[config.mk]
export PLATFORM = sky130hd
export DESIGN_NAME = la_fifowrarb
export DESIGN_NICKNAME = d
export VERILOG_FILES = /design/src/rtl/la_fifowrarb_pkg.sv /design/src/rtl/la_rrpick.sv /design/src/rtl/la_fifowrarb.sv
export SDC_FILE = /design/constraint.sdc
export NUM_CORES = 1
export LEC_CHECK = 0
export CORE_AREA = 2 2 70 72
export CTS_CLUSTER_DIAMETER = 50
export DETAILED_ROUTE_END_ITERATION = 12
export DIE_AREA = 0 0 72 74
export DONT_BUFFER_PORTS = 1
export PLACE_DENSITY = 0.61
export SLEW_MARGIN = 20
export SYNTH_ARGS = -nofsm -noshare
export SYNTH_HDL_FRONTEND = slang
export SYNTH_SLANG_ARGS = --single-unit
[constraint.sdc]
create_clock -name clk -period 2.5 [get_ports clk]
set_input_delay 0.75 -clock clk [delete_from_list [all_inputs] [get_ports clk]]
set_output_delay 0.75 -clock clk [all_outputs]
set_load 0.01 [all_outputs]
[src/rtl/la_fifowrarb_pkg.sv]
// Shared definitions for the packet-aware FIFO write arbiter and its
// round-robin picker.
package la_fifowrarb_pkg;

  typedef enum logic {
    IDLE = 1'b0,
    LOCK = 1'b1
  } state_t;

  // Source-ID width; a single requester still needs one ID bit.
  function automatic int calc_idw(input int n);
    return (n > 1) ? $clog2(n) : 1;
  endfunction

endpackage

[src/rtl/la_rrpick.sv]
// Combinational round-robin picker: first set request at or after ptr,
// searching upward modulo N over a doubled request vector.
module la_rrpick
  import la_fifowrarb_pkg::*;
#(
  parameter int N   = 4,
  parameter int IDW = calc_idw(N)
) (
  input  logic [N-1:0]   req,
  input  logic [IDW-1:0] ptr,
  output logic           any,
  output logic [IDW-1:0] winner
);

  logic [2*N-1:0] dbl;
  logic           found;
  int             idx;

  assign dbl = {req, req};
  assign any = |req;

  always_comb begin
    winner = '0;
    found  = 1'b0;
    idx    = 0;
    for (int i = 0; i < N; i++) begin
      if (!found && dbl[int'(ptr) + i]) begin
        found = 1'b1;
        idx   = int'(ptr) + i;
        // Fold the doubled position back onto a requester index.
        if (idx >= N) idx = idx - N;
        winner = IDW'(idx);
      end
    end
  end

endmodule

[src/rtl/la_fifowrarb.sv]
// Packet-aware round-robin arbiter sharing one FIFO write port among N
// requesters; a winner keeps the port until its last beat is written.
module la_fifowrarb
  import la_fifowrarb_pkg::*;
#(
  parameter  int N   = 4,
  parameter  int DW  = 32,
  localparam int IDW = calc_idw(N)
) (
  input  logic              clk,
  input  logic              nreset,
  input  logic              clear,
  input  logic [N-1:0]      req_valid,
  input  logic [N*DW-1:0]   req_data,
  input  logic [N-1:0]      req_last,
  output logic [N-1:0]      req_ready,
  output logic              fifo_wr_en,
  output logic [IDW+DW-1:0] fifo_wr_din,
  input  logic              fifo_wr_full,
  output logic [IDW-1:0]    grant_id,
  output logic              busy
);

  // Handshake: a beat transfers in any cycle where req_valid[i] and
  // req_ready[i] are both high; ready never depends on anything but the
  // grant, fifo_wr_full and clear, and the FIFO write happens that cycle.

  state_t         state_q, state_d;
  logic [IDW-1:0] rr_ptr_q, rr_ptr_d;
  logic [IDW-1:0] grant_id_q, grant_id_d;

  logic           pick_any;
  logic [IDW-1:0] pick_winner;
  logic           sel_valid;
  logic           sel_last;
  logic [DW-1:0]  sel_data;
  logic           accept;

  la_rrpick #(.N(N), .IDW(IDW)) u_rrpick (
    .req    (req_valid),
    .ptr    (rr_ptr_q),
    .any    (pick_any),
    .winner (pick_winner)
  );

  always_comb begin
    sel_valid = 1'b0;
    sel_last  = 1'b0;
    sel_data  = '0;
    for (int i = 0; i < N; i++) begin
      if (grant_id_q == IDW'(i)) begin
        sel_valid = req_valid[i];
        sel_last  = req_last[i];
        sel_data  = req_data[i*DW +: DW];
      end
    end
  end

  // Clear abandons the packet in the same cycle, so it gates the handshake.
  assign accept = (state_q == LOCK) && !clear && sel_valid && !fifo_wr_full;

  always_comb begin
    req_ready = '0;
    if (state_q == LOCK && !clear) begin
      for (int i = 0; i < N; i++) begin
        if (grant_id_q == IDW'(i)) req_ready[i] = !fifo_wr_full;
      end
    end
  end

  assign fifo_wr_en  = accept;
  assign fifo_wr_din = {grant_id_q, sel_data};
  assign grant_id    = grant_id_q;
  assign busy        = (state_q == LOCK);

  always_comb begin
    state_d    = state_q;
    rr_ptr_d   = rr_ptr_q;
    grant_id_d = grant_id_q;
    if (clear) begin
      state_d    = IDLE;
      rr_ptr_d   = '0;
      grant_id_d = '0;
    end else begin
      case (state_q)
        IDLE: begin
          if (pick_any) begin
            grant_id_d = pick_winner;
            state_d    = LOCK;
          end
        end
        LOCK: begin
          if (accept && sel_last) begin
            state_d  = IDLE;
            rr_ptr_d = (grant_id_q == IDW'(N-1)) ? '0 : grant_id_q + 1'b1;
          end
        end
        default: state_d = IDLE;
      endcase
    end
  end

  always_ff @(posedge clk or negedge nreset) begin
    if (!nreset) begin
      state_q    <= IDLE;
      rr_ptr_q   <= '0;
      grant_id_q <= '0;
    end else begin
      state_q    <= state_d;
      rr_ptr_q   <= rr_ptr_d;
      grant_id_q <= grant_id_d;
    end
  end

endmodule
==> flow_metrics.py <==
metrics = {
    "synthesis": {
        "syn-num-nets": 420,
        "postSynthCellCount": 276,
        "syn_area_per_cell_um2": 5.739,
        "async_flop_share_pct": 100.0,
        "synth_edf_count": 0,
        "synth_seq_cells": 5,
        "netlist.area_leader.share_pct": 21.80,
        "ys.flop_type": "dfrtp_1",
        "synth_area_um2": 1584,
        "yosys_warnings": 0,
        "synth_cell_types": 32,
        "synth_most_common_cell": "a21oi_1",
        "synth_common_cells": "a21oi_1 (69), nand2_1 (65), o21ai_1 (33)",
        "yosys.area.top_type": "a21oi_1",
        "yosysSeqAreaShare_pct": 7.899,
        "yosys-top-cells-area": "a21oi_1 (22%), nand2_1 (15%), nand3b_1 (15%), o21ai_1 (10%), dfrtp_1 (7.9%)",
    },
    "global_route": {
        "grt_use_total_pct": 16.04,
        "gr-total-overflow": 0,
        "grt_max_degree": 42,
        "antenna_found_initial": 0,
        "grt_pass1_vias": 1551,
        "grt_pass1_wl_um": 7010,
    },
    "clock_tree": {
        "numCtsBuffers": 3,
        "clock_latency_ns": 0.22,
        "hold_buffers": 0,
        "cts.htree.levels": 1,
        "clk_pin_slew_worst_paths_ns": 0.04,
        "cts_sinks": 5,
        "tritoncts": "done",
        "cts-root-buf": "clkbuf_8",
        "cts_buffer_depth": 2,
    },
    "final_layout": {
        "final_util_pct": 39.40,
        "instances_no_fill": 319,
        "areaGrowthSynthToFinish_pct": 14.38,
        "num-nets-final": 410,
        "insertedDiodeCount": 0,
        "drive_gt1_share_pct": 16.23,
    },
    "die": {
        "die_h_um": 74,
        "coreArea_um2": 4598,
        "io_pins": 182,
        "die-width_um": 72,
        "die-area_um2": 5328,
        "rows": 25,
        "start_util_pct": 34.45,
    },
    "setup_path": {
        "arrival_ns": 1.66,
        "crit_end": "fifo_wr_en",
        "crit_path_cell_trace": "buf_4 > ha_2 > buf_4 > nor2_1 > nand3_1 > a31oi_4",
        "endpoint_kind": "output pin",
        "cp.required_ns": 1.75,
        "path_buf_inv": 2,
        "cp_common_cell": "buf_4",
        "startpoint": "grant_id[1]",
        "worstSetupPathType": "flip-flop to output pin",
        "reg2reg_from": "grant_id[1]",
        "cpPeakStageDelay_ns": 0.37,
        "crit_slowest_cell": "dfrtp_1",
        "timing.rr.end": "rr_ptr_q[1]",
        "startpoint_type": "flip-flop",
        "cp_max_fo": 31,
        "cp.depth": 6,
        "reg2reg_slack_ns": 0.47,
        "cp_top_family": "buffers and inverters",
        "r2r_cells": 8,
    },
    "detailed_routing": {
        "vias": 1862,
        "dr.pass1.iters": 4,
        "drt_iter0_drc": 59,
        "drc": 0,
        "routed_wirelength_um": 5078,
        "wl_per_cell_um": 15.92,
        "avgViaCountPerCell": 5.837,
        "detail-route-antenna-nets": 0,
    },
    "sta": {
        "period_share_pct": 96.43,
        "slew_viol_final": 0,
        "relSlewSlack_pct": 70.74,
        "rsz0062_at_grt": "yes",
        "max_freq_mhz": 414.8,
        "setup_viol": 0,
        "skew_ns": 0.003783,
        "finalHoldViolCount": 0,
        "worst-slew-pin-transition_ns": 0.4349,
        "finalCriticalPeriod_ns": 2.411,
    },
    "pwr": {
        "swShare_pct": 43.95,
        "p_per_area_nw_per_um2": 351.6,
        "power_frac_clock_pct": 22.9,
        "seqPwrFrac_pct": 14.2,
        "intPower_mw": 0.3570,
        "power_switching_mw": 0.2799,
        "p_leak_nw": 0.6083,
        "comb_power_share_pct": 62.9,
        "irDropWorstVdd_mv": 0.3208,
    },
    "placement": {
        "port-buffer-count": 0,
        "place_inst": 314,
        "gp_congestion": 0.8231,
        "post-dp-hpwl_um": 4028,
    },
    "flow_run": {
        "drv_cap": 0,
    },
    "outcome": {
        "outcome": "completed",
    },
    "hold_path": {
        "hp-class": "input port to async pin",
    },
}
==> metrics by stage <==
step	worst slack (ns)	cell area (µm²)	power (mW)	hold slack [ns]	setup TNS, ns
global placement	0.2949	1690	0.4661	0.4545	0
detailed placement	0.2682	1690	0.4710	0.4545	0
CTS	0.02973	1735	0.6190	0.2257	0
finish	0.08913	1812	0.6370	0.2275	0
global route	-0.02378	1812	0.6949	0.2192	-0.03644
floorplan	0.1549	1584	0.3962	0.4544	0
==> how the worst min path moves through the flow <==
| stage | start | end | depth (start not counted) |
|---|---|---|---|
| global placement | nreset | rr_ptr_q[0] | 0 |
| floorplan | nreset | busy | 0 |
| detailed placement | nreset | rr_ptr_q[0] | 0 |
| global route | nreset | grant_id[0] | 0 |
| finish | nreset | busy | 0 |
| CTS | nreset | busy | 0 |
==> per-layer routing <==
metal / global-route usage [%] / up-vias / routed length (µm)
met2: 28.81 / 97 / 2600
met3: 1.626 / 2 / 364
met1: 21.29 / 824 / 2096
met4: 2.516 / 0 / 16
li1: - / 939 / -
met5: 0 / - / 0
==> power by group through the flow <==
stage	logic (mW)	clock network, mW	registers [mW]
6_report	0.400	0.146	0.0905
5_1_grt	0.450	0.154	0.0911
4_1_cts	0.382	0.148	0.0899
3_5_place_dp	0.380	0	0.0909
3_3_place_gp	0.376	0	0.0903
2_1_floorplan	0.304	0	0.0924
==> flip-flops by register name, summed over array words and instances (netlist names) <==
register / flops
busy: 1
grant_id: 2
rr_ptr_q: 2
==> cells in the final DEF (no fill, tap or decap), types with 3 or more instances in the layout <==
master,instances
nand2_1,65
dfrtp_1,4
o21ai_1,23
and2_2,4
nor2_1,5
o21ai_0,3
inv_1,5
buf_12,5
nand3_1,3
o21ai_2,11
clkbuf_8,3
a21oi_1,68
buf_4,7
nand3b_1,32
==> cell families (layout without fill, tap and decap cells) <==
family | Yosys count | count (layout) | synth area share, %
multiplexers | 3 | 3 | 2.211
flip-flops | 5 | 5 | 7.899
AND/OR/NAND/NOR | 118 | 118 | 40.13
AO/OA/AOI/OAI | 112 | 112 | 37.52
buffers and inverters | 34 | 23 | 9.083
adder cells (fa/ha/maj) | 4 | 4 | 3.160
==> final cells by class <==
cell class	instances	area, µm²
Timing Repair Buffer	13	163.9
Fill cell	496	2786
Multi-Input combinational cell	237	1386
Sequential cell	5	126.4
Clock buffer	4	45.04
Inverter	6	22.52
Tap cell	54	67.56
==> what timing repair did <==
item                       in CTS  in global routing
buffers inserted                0                  1
setup endpoints to repair       0                 26
gates resized for setup         0                 17
Power figures use the tool's default switching activity.
